--- src/rtl/key_entry_controller.sv ---
// key_entry_controller: keypad consumer that builds two signed decimal operands,
// hands the selected operation to the ALU and holds the result for display.
module key_entry_controller #(
   parameter int MAX_MAG = 32767
) (
   input  logic        clk,
   input  logic        nRST,
   input  logic        read_input,
   input  logic [3:0]  keypad_input,
   input  logic [2:0]  operator_input,
   input  logic        equal_input,
   output logic        key_read,
   output logic [15:0] operand_a,
   output logic [15:0] operand_b,
   output logic [2:0]  op_code,
   output logic        calc_start,
   input  logic        calc_done,
   input  logic [15:0] calc_result,
   output logic [15:0] display_value,
   output logic        entry_ovf
);

   typedef enum logic [1:0] {
      ENTER_A,
      ENTER_B,
      CALC_WAIT,
      SHOW_RESULT
   } state_t;

   localparam logic [2:0] OP_SIGN = 3'b001;
   localparam logic [2:0] OP_ADD  = 3'b010;
   localparam logic [2:0] OP_MUL  = 3'b100;

   state_t      state_q, state_d;
   logic        armed_q, armed_d;
   logic        key_read_q, key_read_d;
   logic        start_q, start_d;
   logic        ovf_q, ovf_d;
   logic [2:0]  op_q, op_d;
   logic [15:0] mag_a_q, mag_a_d, mag_b_q, mag_b_d;
   logic        sign_a_q, sign_a_d, sign_b_q, sign_b_d;
   logic [15:0] result_q, result_d;

   logic        accept;
   logic [15:0] active_mag;
   logic [19:0] new_mag;
   logic [15:0] result_abs;

   function automatic logic [15:0] neg16(input logic [15:0] v);
      return ~v + 16'd1;
   endfunction

   // Operands are kept as sign + magnitude so digit entry works on the magnitude;
   // a 16-bit magnitude lets a loaded result of -32768 round-trip exactly.
   assign accept     = read_input && armed_q && (state_q != CALC_WAIT);
   assign active_mag = (state_q == ENTER_B) ? mag_b_q : mag_a_q;
   assign new_mag    = {4'b0000, active_mag} * 20'd10 + {16'h0000, keypad_input};
   assign result_abs = result_q[15] ? neg16(result_q) : result_q;

   // Next-state, handshake and datapath decisions for one key event or ALU completion
   always_comb begin
      state_d    = state_q;
      armed_d    = armed_q;
      key_read_d = accept;
      start_d    = 1'b0;
      ovf_d      = ovf_q;
      op_d       = op_q;
      mag_a_d    = mag_a_q;
      mag_b_d    = mag_b_q;
      sign_a_d   = sign_a_q;
      sign_b_d   = sign_b_q;
      result_d   = result_q;

      if (accept)
         armed_d = 1'b0;
      else if (!read_input)
         armed_d = 1'b1;

      if (state_q == CALC_WAIT && calc_done) begin
         result_d = calc_result;
         state_d  = SHOW_RESULT;
      end

      if (accept) begin
         if (equal_input) begin
            ovf_d = 1'b0;
            if (state_q == ENTER_B) begin
               start_d = 1'b1;
               state_d = CALC_WAIT;
            end
         end else if (operator_input == OP_SIGN) begin
            ovf_d = 1'b0;
            case (state_q)
               ENTER_A: sign_a_d = ~sign_a_q;
               ENTER_B: sign_b_d = ~sign_b_q;
               SHOW_RESULT: begin
                  mag_a_d  = result_abs;
                  sign_a_d = ~result_q[15];
                  state_d  = ENTER_A;
               end
               default: ;
            endcase
         end else if (operator_input >= OP_ADD && operator_input <= OP_MUL) begin
            ovf_d = 1'b0;
            op_d  = operator_input;
            if (state_q != ENTER_B) begin
               mag_b_d  = '0;
               sign_b_d = 1'b0;
               state_d  = ENTER_B;
            end
            if (state_q == SHOW_RESULT) begin
               mag_a_d  = result_abs;
               sign_a_d = result_q[15];
            end
         end else if (operator_input == 3'b000 && keypad_input <= 4'd9) begin
            if (state_q == SHOW_RESULT) begin
               mag_a_d  = {12'h000, keypad_input};
               sign_a_d = 1'b0;
               state_d  = ENTER_A;
            end else if (new_mag > 20'(MAX_MAG)) begin
               ovf_d = 1'b1;
            end else if (state_q == ENTER_B) begin
               mag_b_d = new_mag[15:0];
            end else begin
               mag_a_d = new_mag[15:0];
            end
         end
      end
   end

   // State and datapath registers with asynchronous clear
   always_ff @(posedge clk or negedge nRST) begin
      if (!nRST) begin
         state_q    <= ENTER_A;
         armed_q    <= 1'b1;
         key_read_q <= 1'b0;
         start_q    <= 1'b0;
         ovf_q      <= 1'b0;
         op_q       <= '0;
         mag_a_q    <= '0;
         mag_b_q    <= '0;
         sign_a_q   <= 1'b0;
         sign_b_q   <= 1'b0;
         result_q   <= '0;
      end else begin
         state_q    <= state_d;
         armed_q    <= armed_d;
         key_read_q <= key_read_d;
         start_q    <= start_d;
         ovf_q      <= ovf_d;
         op_q       <= op_d;
         mag_a_q    <= mag_a_d;
         mag_b_q    <= mag_b_d;
         sign_a_q   <= sign_a_d;
         sign_b_q   <= sign_b_d;
         result_q   <= result_d;
      end
   end

   // Output mapping: signed operands and state-dependent display source
   always_comb begin
      operand_a = sign_a_q ? neg16(mag_a_q) : mag_a_q;
      operand_b = sign_b_q ? neg16(mag_b_q) : mag_b_q;
      case (state_q)
         ENTER_A: display_value = operand_a;
         ENTER_B: display_value = operand_b;
         default: display_value = result_q;
      endcase
   end

   assign key_read   = key_read_q;
   assign calc_start = start_q;
   assign op_code    = op_q;
   assign entry_ovf  = ovf_q;

endmodule
--- config.mk ---
export PLATFORM = sky130hd
export DESIGN_NAME = key_entry_controller
export DESIGN_NICKNAME = d
export VERILOG_FILES = /design/src/rtl/key_entry_controller.sv
export SDC_FILE = /design/constraint.sdc
export NUM_CORES = 1
export LEC_CHECK = 0
export CAP_MARGIN = 40
export CORE_UTILIZATION = 50
export CTS_CLUSTER_SIZE = 28
export DETAILED_ROUTE_END_ITERATION = 8
export PLACE_DENSITY = 0.86
export SYNTH_ARGS = -nofsm -noshare
export SYNTH_HDL_FRONTEND = slang
export SYNTH_SLANG_ARGS = --single-unit
export TNS_END_PERCENT = 10
--- constraint.sdc ---
create_clock -name clk -period 5.8 [get_ports clk]
set_input_delay 1.16 -clock clk [delete_from_list [all_inputs] [get_ports clk]]
set_output_delay 1.16 -clock clk [all_outputs]
set_load 0.02 [all_outputs]
# Yosys cells after proc, flatten, opt, wreduce, memory -nomap -nowiden
# Index checks and enable logic that the tools add are counted.
dict set report op_classes {
  magnitude_cmp 4
  add_sub_neg 4
  eq_ne 14
  n_bitwise 8
  mux 48
  n_mul 1
  reduce_logical 22
}
# cell count
set ops {}
lappend ops {{16-bit 2-to-1 mux} 17}
lappend ops {{16-bit by 1-bit adder with 16-bit output (second input constant)} 3}
lappend ops {{16-bit inverter} 3}
lappend ops {{16-bit case mux with 2 select lines} 1}
lappend ops {{20-bit by 4-bit adder with 20-bit output} 1}
lappend ops {{20-bit by 15-bit > comparator with 1-bit output (second input constant)} 1}
lappend ops {{1-bit 2-to-1 mux} 20}
lappend ops {{16-bit by 3-bit multiplier with 19-bit output (second input constant)} 1}
lappend ops {{2-bit 2-to-1 mux} 9}
lappend ops {{5-bit AND reduction} 3}
lappend ops {{2-bit nonzero test} 6}
lappend ops {{2-bit != test (second input constant)} 4}
lappend ops {{4-bit != test (second input constant)} 2}
lappend ops {{4-bit AND reduction} 2}
lappend ops {{8-bit AND reduction} 1}
lappend ops {{4-bit nonzero test} 2}
lappend ops {{2-bit by 1-bit != test with 1-bit output (second input constant)} 3}
lappend ops {{1-bit logical AND} 5}
lappend ops {{1-bit inverter} 5}
lappend ops {{2-bit == test (second input constant)} 2}
lappend ops {{4-bit <= comparator (second input constant)} 1}
lappend ops {{4-bit by 1-bit != test with 1-bit output (second input constant)} 1}
lappend ops {{3-bit by 1-bit == test with 1-bit output (second input constant)} 1}
lappend ops {{3-bit by 2-bit greater-or-equal comparator with 1-bit output (second input constant)} 1}
lappend ops {{other kinds (6)} 6}
dict set report word_totals {
  wordCells 112
  register_bits 59
  output_inout_bits 54
  input_bits 28
}

# Longest topological paths before layout
# Gate-level depths: netlist of the first run.
dict set report depth {
  depth_word 11
  ltp_mapped 20
  depth_no_buf 16
}

# Least setup slack after synthesis of the first run
# No wires, ideal clock.
dict set report synth_timing {
  path_kind {reg-to-reg}
  start {register state_q[1]}
  end {register mag_a_q[10]}
  arrival_time_ns 5.102
  t_required_ns 5.678
  path_buffers 4
  path_slack_ns 0.576
  stages_incl_launch_ff 21
  period_less_slack_ns 5.224
  setup_ns 0.122
  path_cell_list {dfrtp_1 -> inv_1 -> ha_1 -> clkbuf_1 -> buf_1 -> clkbuf_1 -> nand2_1 -> o21ai_0 -> ha_1 -> ha_1 -> fa_1 -> a21o_1 -> a21oi_1 -> nand4bb_1 -> a311oi_2 -> nand3_1 -> nor3_1 -> o22a_2 -> nand4_4 -> buf_6 -> a32o_1}
}
dict set report synth_between {
  elab_chain_len 10
  elab_cells_between_ends 18
  cone_classes {add/sub: 1; mul: 1; order compare: 1; eq/ne: 5; mux: 8; reduce/logical: 2}
}
# element line_no
set synth_rtl {}
lappend synth_rtl {{from (decl)} 34} ;# state_t state_q, state_d;
lappend synth_rtl {{from (signal assigned)} 146} ;# state_q <= state_d;
lappend synth_rtl {{parallel branches: the longest is 10 deep, another holds 20-bit by 4-bit adder with 20-bit output} n/a}
lappend synth_rtl {{to (signal assigned)} 152} ;# mag_a_q <= mag_a_d;
lappend synth_rtl {{to (decl)} 40} ;# logic [15:0] mag_a_q, mag_a_d, mag_b_q, mag_b_d;
# Several ways; the timed one is not identified. The select of a mux whose other input is x is not followed.
# A chain may end at the register's enable or synchronous reset.

# Worst setup path after layout of the first run
dict set report layout_timing {
  start {register state_q[1]}
  end {register mag_b_q[2]}
}
dict set report layout_between {
  elab_chain_len 9
  elab_cells_between_ends 19
  cone_classes {add/sub: 1; mul: 1; order compare: 1; eq/ne: 7; mux: 6; reduce/logical: 3}
}
# element line_no
set layout_rtl {}
lappend layout_rtl {{parallel branches: the longest is 9 deep, another holds 20-bit by 4-bit adder with 20-bit output} n/a}
lappend layout_rtl {{to (signal assigned)} 153} ;# mag_b_q <= mag_b_d;
lappend layout_rtl {{to (decl)} 40}
# Several ways; the timed one is not identified. The select of a mux whose other input is x is not followed.

==> Flow_metrics.wiki, run 1 <==
{| class="wikitable"
! Metric !! Value
|-
| DR iter-0 viols || 615
|-
| Root buffer cell || clkbuf_16
|-
| Die width || 112 µm
|-
| Die extent in y || 112 µm
|-
| Placement Rows || 39
|-
| Ant diodes || 0
|-
| Crit Path Max Fanout || 14
|-
| Path category of the worst min-delay check || reg -> reg
|-
| Maximum buffer depth of the clock tree || 2
|-
| Number of antenna violations at the first check in global routing || 0
|-
| Unrepaired setup endpoints after global routing || no
|-
| Post-synth top area share || 0.241
|-
| Critical setup path kind || reg -> reg
|-
| Endpoint with the worst hold slack || armed_q
|-
| Number of pins exceeding their max-slew limit in the final report || 0
|-
| Initial Utilization || 0.520
|-
| Number of non-filler instances in the completed layout || roughly 900
|-
| FF/Latch Area || roughly 1500 µm²
|-
| Area delta synth->final || 17.1%
|-
| Top cell type by total area after synthesis || dfrtp_1
|-
| Least-Margin Pin Slew || approximately 870 ps
|-
| Pre-CTS setup slack || around 490 ps
|-
| Most used DFF post-synth || dfrtp_1
|-
| Slack of the worst reg-to-reg path || about 350 ps
|-
| Global routing usage summed across all routing layers || 0.289
|-
| Number of cells on the worst hold path || 2
|-
| Overall via count from detail_route || 5891
|-
| Placeable core region || 11600 µm²
|-
| Overall die area || between 10000 and 15000 µm²
|-
| Mean routed wirelength per cell || approximately 19 µm
|-
| Number of cells after detailed placement || a little under 900
|-
| Area taken by multi-input logic gates || between 4000 and 5000 µm²
|-
| GR Util met1 || 0.393
|-
| Arrival time at the worst endpoint || 5680 ps
|-
| Final Hold Vio Count || 0
|-
| Reg2Reg Capture Point || mag_b_q[2]
|-
| Detail Route Antenna Nets || 0
|-
| Result of the run || finished with violations
|-
| GR Layer Usage met2 || 0.467
|-
| Grt ovf || 0
|-
| Cell types occupying the most area after synthesis || dfrtp_1, ha_1, xnor2_1
|-
| Worst Hold Launch || armed_q
|-
| Count of cell types in the netlist || 83
|-
| Net total in the final layout || around 820
|-
| Clock Sinks || 59
|-
| Total power || ~4.5 mW
|-
| Maxcap violations || 0
|-
| Violations in the final reports || design-rule violations
|-
| Total I/O pin count || around 80
|-
| Drt total wl || 17400 µm
|-
| Final number of setup-violating endpoints || 0
|-
| Synthesis Warnings || 0
|-
| Total negative slack || 0 ps
|-
| Ratio of cells with drive above 1 in the final layout || 0.101
|-
| Setup clock skew after layout || approximately 7.1 ps
|-
| Final critical-path required period || around 5500 ps
|-
| Maximum number of pins on one net before global-route repair || 60
|-
| Lkg Pwr || around 2.9 nW
|-
| Clk slew on worst S/H paths || 60 ps
|-
| Max frequency || 183 MHz
|-
| Half-perimeter wire length after detailed placement || between 10000 and 15000 µm
|-
| Latest clock arrival within the worst-skew pair || around 340 ps
|-
| DR vias/cell || 6.52
|-
| Post-synth EDFFs || 0
|-
| GR Util met3 || 0.0533
|-
| Sequential-to-total area share from yosys stat || 0.245
|-
| CP Data Required Time || 6030 ps
|-
| Number of global-route vias before repair || around 5600
|-
| Total standard cell area after synthesis || between 6000 and 7000 µm²
|-
| Synth async-reset ratio || 1.00
|-
| #FFs+latches synth || 59
|-
| Max VDD drop || between 0.0004 and 0.0005 V
|-
| Kind of launch point of the worst setup path || register
|-
| First-pass GRT wire length || ~29000 µm
|-
| Post-layout worst setup margin || between 300 and 400 ps
|-
| Clock tree from TritonCTS || built
|-
| Number of buffers created by CTS || 9
|-
| Fraction of the cycle the final worst path needs || 0.940
|-
| DRC || 2
|-
| 1st-pass router iterations || 9
|-
| GR peak layer || met2
|-
| Synthesized instance count || slightly above 700
|-
| Mean instance size in the synthesized netlist || between 8 and 9 µm²
|-
| FF-to-FF Start || state_q[1]
|-
| Port-buffer cells || 81
|-
| Post-CTS repair timing setup buffer count || 0
|-
| Depth of the worst register-to-register path || 16
|-
| CTS Hold Buffers Added || 0
|-
| Number of cells upsized or downsized after cts || 0
|-
| Routability Congestion || slightly below 1
|-
| Nets in the synthesized netlist || slightly below 800
|-
| Critical path endpoint category || register
|-
| Headroom to the max-slew limit || 0.417
|-
| Filler instances || 987
|-
| Power per cell area || 640 nW/µm²
|-
| Maximum level of the CTS H-tree || 3
|}
[per-layer routing]
| layer | up-vias | part of all wire | wire [µm] |
|---|---|---|---|
| met5 | - | 0 | 0 |
| met4 | 0 | 0.026 | 450 |
| met2 | 332 | 0.46 | 8020 |
| met1 | 2788 | 0.43 | 7420 |
| met3 | 42 | 0.089 | 1560 |
| li1 | 2729 | - | - |
[Yosys cell counts (5+ instances only)]
master	number
o21ai_0	59
nand3_1	29
and3_1	10
mux2i_1	12
nor2b_1	16
xor2_1	28
or4_1	5
o31ai_1	12
clkbuf_1	37
nand4_1	8
a21oi_1	49
or3_1	13
o22ai_1	14
nor2_1	23
xnor2_1	42
a311oi_1	16
buf_6	6
mux2_2	22
nor3_1	9
inv_1	21
nand2_1	62
buf_2	6
ha_1	33
and2_1	5
nand2b_1	7
a32o_1	12
a22oi_1	6
dfrtp_1	58
a21o_1	6
[cell families after synthesis]
| group | count (synthesis) | synth area share |
|---|---|---|
| XOR/XNOR | 70 | 0.102 |
| buffers and inverters | 80 | 0.0651 |
| AO/OA/AOI/OAI | 222 | 0.258 |
| AND/OR/NAND/NOR | 215 | 0.192 |
| multiplexers | 35 | 0.0632 |
| adder cells (fa/ha/maj) | 35 | 0.0751 |
| flip-flops | 59 | 0.245 |
[cells in the final DEF, fill, tap and decap left out, drive strengths merged, types with 5 or more instances in the layout]
master          n
a21o            8
nand2          62
a311oi         17
mux2i          13
o31ai          13
nand3          30
and3           11
ha             33
mux2           22
dfrtp          58
a21oi          50
a22oi           6
or4             5
nor2b          16
a32o           12
buf             7
o21ai          62
nand4           9
nor2           23
inv            21
o22ai          14
clkbuf         10
xor2           28
nor3            9
nand2b          7
or3            13
xnor2          42
clkdlybuf4s50  80
and2            7
[how the worst max path moves through the flow]
stage	start	to	slack [ps]	cells after the start
finish	state_q[1]	mag_b_q[2]	350	16
global route	state_q[1]	mag_b_q[2]	30	16
CTS	state_q[1]	mag_b_q[2]	450	16
detailed placement	state_q[1]	mag_a_q[3]	490	16
global placement	state_q[1]	mag_a_q[3]	730	16
floorplan	state_q[1]	mag_a_q[10]	580	20
[flip-flops by register name, indices dropped and copies added (netlist names)]
| name | cells |
|---|---|
| result_q | 16 |
| mag_b_q | 16 |
| op_code | 3 |
| mag_a_q | 16 |
| state_q | 2 |
| entry_ovf | 1 |
| armed_q | 1 |
| calc_start | 1 |
| sign_b_q | 1 |
| sign_a_q | 1 |
| key_read | 1 |
[where the power goes]
part	leakage, nW	switching [mW]	internal [mW]
Clock	0.148	0.196	0.344
Sequential	0.751	0.245	0.544
Combinational	1.98	1.86	1.33
[critical path, cell delays in order (launching register included)]
cell	delay (ps)
dfrtp_1	460
inv_1	170
ha_2	330
mux2i_1	390
inv_1	80
ha_1	300
ha_1	230
fa_1	410
a21o_1	230
a21oi_1	490
nand4bb_1	220
a311oi_2	450
nand3_1	180
nor3_1	340
o22a_2	270
nand3_1	400
o21ai_0	390
[stage by stage]
step,area [µm²],hold slack [ps],util
after global routing,7060,507,0.608
after floorplan,6030,446,-
after global placement,6750,455,0.581
final,7060,476,0.608
after detailed placement,6760,470,0.582
after CTS,7060,478,0.608
[cell type report]
class | count | area share
multi-input cells | 577 | 0.590
flip-flops and latches | 59 | 0.209
repair buffers | 87 | 0.122
clock buffers | 10 | 0.0338
well taps | 143 | 0.0253
inverters | 21 | 0.0112
clock inverters | 6 | 0.00921
Power figures use the tool's default switching activity.
==> run 2: changes to the inputs <==
ABC_AREA = 1   (was default)
==> Flow_metrics.wiki, run 2 <==
{| class="wikitable"
! Metric !! Value
|-
| Die extent in y || between 100 and 150 µm
|-
| Port-buffer cells || 81
|-
| Root buffer cell || clkbuf_16
|-
| Area delta synth->final || 19.9%
|-
| Depth of the worst register-to-register path || 25
|-
| Critical path endpoint category || register
|-
| 1st-pass router iterations || 5
|-
| Mean routed wirelength per cell || ~16 µm
|-
| #FFs+latches synth || roughly 60
|-
| Synth top cells by count || nand2_1, inv_1, nor2_1
|-
| Result of the run || finished clean
|-
| Leading cell type in the layout, fill and taps excluded || nand2_1
|-
| Synthesized instance count || 963
|-
| Path category of the worst min-delay check || reg -> reg
|-
| Reg2Reg Capture Point || mag_a_q[5]
|-
| Sequential-to-total area share from yosys stat || 0.242
|-
| FF-to-FF Start || state_q[1]
|-
| Ant diodes || 0
|-
| Total standard cell area after synthesis || just over 6000 µm²
|-
| Post-CTS repair timing setup buffer count || 0
|-
| Crit Path Max Fanout || 25
|-
| Max frequency || ~200 MHz
|-
| Drt total wl || between 15000 and 20000 µm
|-
| Overall die area || 12600 µm²
|-
| Largest registers || mag_a_q (16), mag_b_q (16), result_q (16)
|-
| Net total in the final layout || 1096
|-
| Post-route cell area || ~7300 µm²
|-
| Clk slew on worst S/H paths || 60 ps
|-
| Fraction of the cycle the final worst path needs || 0.869
|-
| Maxcap violations || 0
|-
| Placement Rows || 39
|-
| Total negative slack || 0 ps
|-
| Least-Margin Pin Slew || 828 ps
|-
| Setup clock skew after layout || 6.23 ps
|-
| Die width || roughly 110 µm
|-
| Post-synth top area share || 0.238
|-
| Post-synth EDFFs || 0
|-
| Count leader, synth || nand2_1
|-
| Slack of the worst reg-to-reg path || approximately 760 ps
|-
| Number of global-route vias before repair || 6327
|-
| Total I/O pin count || 82
|-
| Synthesis Warnings || 0
|-
| Synth async-reset ratio || 1.00
|-
| Half-perimeter wire length after detailed placement || around 14000 µm
|-
| Mean instance size in the synthesized netlist || 6.34 µm²
|-
| Overall via count from detail_route || between 6000 and 7000
|-
| Cell types occupying the most area after synthesis || dfrtp_1, nand2_1, inv_1
|-
| Maximum buffer depth of the clock tree || 2
|-
| Ratio of cells with drive above 1 in the final layout || 0.0723
|-
| Final Hold Vio Count || 0
|-
| Nets in the synthesized netlist || between 1000 and 1500
|-
| First-pass GRT wire length || ~30000 µm
|-
| Final number of setup-violating endpoints || 0
|-
| Final critical-path required period || a little over 5000 ps
|-
| Maximum level of the CTS H-tree || 3
|-
| CP Data Required Time || 6010 ps
|-
| Unrepaired setup endpoints after global routing || no
|-
| Worst Hold Launch || armed_q
|-
| Initial Utilization || 0.523
|-
| Kind of launch point of the worst setup path || register
|-
| Number of buffers created by CTS || 9
|-
| Top cell type by total area after synthesis || dfrtp_1
|-
| DR vias/cell || around 5.7
|-
| Detail Route Antenna Nets || 0
|-
| Most frequent cells in the layout || nand2_1, inv_1, clkdlybuf4s50_1
|-
| Placeable core region || approximately 12000 µm²
|-
| DR iter-0 viols || between 600 and 700
|-
| Number of cells upsized or downsized after cts || 0
|-
| Count of cell types in the netlist || 43
|-
| Post-detailed-placement cell area || roughly 7000 µm²
|-
| Number of antenna violations at the first check in global routing || 0
|-
| Most used DFF post-synth || dfrtp_1
|-
| Critical setup path kind || reg -> reg
|-
| Arrival time at the worst endpoint || roughly 5300 ps
|-
| Maximum number of pins on one net before global-route repair || 60
|-
| CTS Hold Buffers Added || 0
|-
| Clock Sinks || 59
|-
| Routability Congestion || approximately 0.97
|-
| Number of pins exceeding their max-slew limit in the final report || 0
|-
| Latest clock arrival within the worst-skew pair || between 300 and 400 ps
|-
| Grt ovf || 0
|-
| Clock tree from TritonCTS || built
|-
| Headroom to the max-slew limit || 0.448
|-
| Number of cells on the worst hold path || 2
|-
| Filler instances || 1030
|-
| Global routing usage summed across all routing layers || 0.300
|-
| Start point of the critical path || state_q[1]
|-
| Endpoint with the worst hold slack || armed_q
|-
| DRC || 0
|}
-- run 2: cell types whose count changed after synthesis, moves of 15 or more --
cell / delta
clkbuf_1: -15
xnor2_1: -35
inv_1: +103
o21ai_0: +15
a311oi_1: -16
nor2b_1: -16
nand2_2: +21
nand3_1: +28
nand2_1: +230
nor2_1: +54
mux2_2: -22
-- run 2: area by class of cell --
class                           instances  area [µm²]  share of cell area
Tap cell                              143         179              0.0245
Sequential cell                        59        1480               0.202
Clock buffer                           12         267              0.0364
Inverter                              131         492              0.0672
Clock inverter                          4        47.5             0.00650
Timing Repair Buffer                   89         870               0.119
Multi-Input combinational cell        743        3980               0.544
-- run 2: cell families after synthesis --
family | synth area share
AND/OR/NAND/NOR | 0.369
flip-flops | 0.242
XOR/XNOR | 0.0603
AO/OA/AOI/OAI | 0.149
adder cells (fa/ha/maj) | 0.0742
buffers and inverters | 0.105
-- run 2: worst max-delay path, cell delays in order (launching register included) --
cell	delay [ps]
dfrtp_1	470
inv_1	160
ha_1	710
o21ai_0	350
ha_1	370
ha_1	260
fa_1	550
nand2_1	60
nor2_1	80
nand2_1	50
nand2_1	60
inv_1	50
nor2_2	90
nand2_1	120
nor2_4	160
nand2_2	80
nor2_4	140
nand3_1	100
nand2_1	80
nand2_1	80
nor2_4	110
nand2_1	70
nand2_2	240
nand2_4	240
nand2_1	110
o21ai_0	90
-- run 2: how the worst max path moves through the flow --
stage                     cells after the start  slack [ps]     endpoint
final                                        25         760   mag_a_q[5]
after global routing                         25         350  mag_a_q[13]
after CTS                                    25         860   mag_a_q[5]
after detailed placement                     25         870   mag_a_q[5]
after global placement                       25        1110  mag_a_q[13]
after floorplan                              28        1540   mag_a_q[9]
-- run 2: through the flow --
step	hold WS, ps	utilization	setup slack, ps	std cells
after floorplan	442	-	1540	963
after global placement	457	0.599	1110	1164
after detailed placement	463	0.600	865	1165
after CTS	471	0.627	858	1181
after global routing	500	0.627	348	1181
final	468	0.627	760	1181
-- run 2: per-layer routing --
layer | global-route usage | vias up | share of wire
met5 | 0 | - | 0
met4 | 0.140 | 0 | 0.040
met3 | 0.0605 | 63 | 0.087
met2 | 0.479 | 351 | 0.45
met1 | 0.391 | 3049 | 0.42
li1 | - | 3254 | -
Power of run 2 is left out: the tool's default activity adds up to more than one toggle a clock period on the data nets, which glitch-free logic cannot reach.
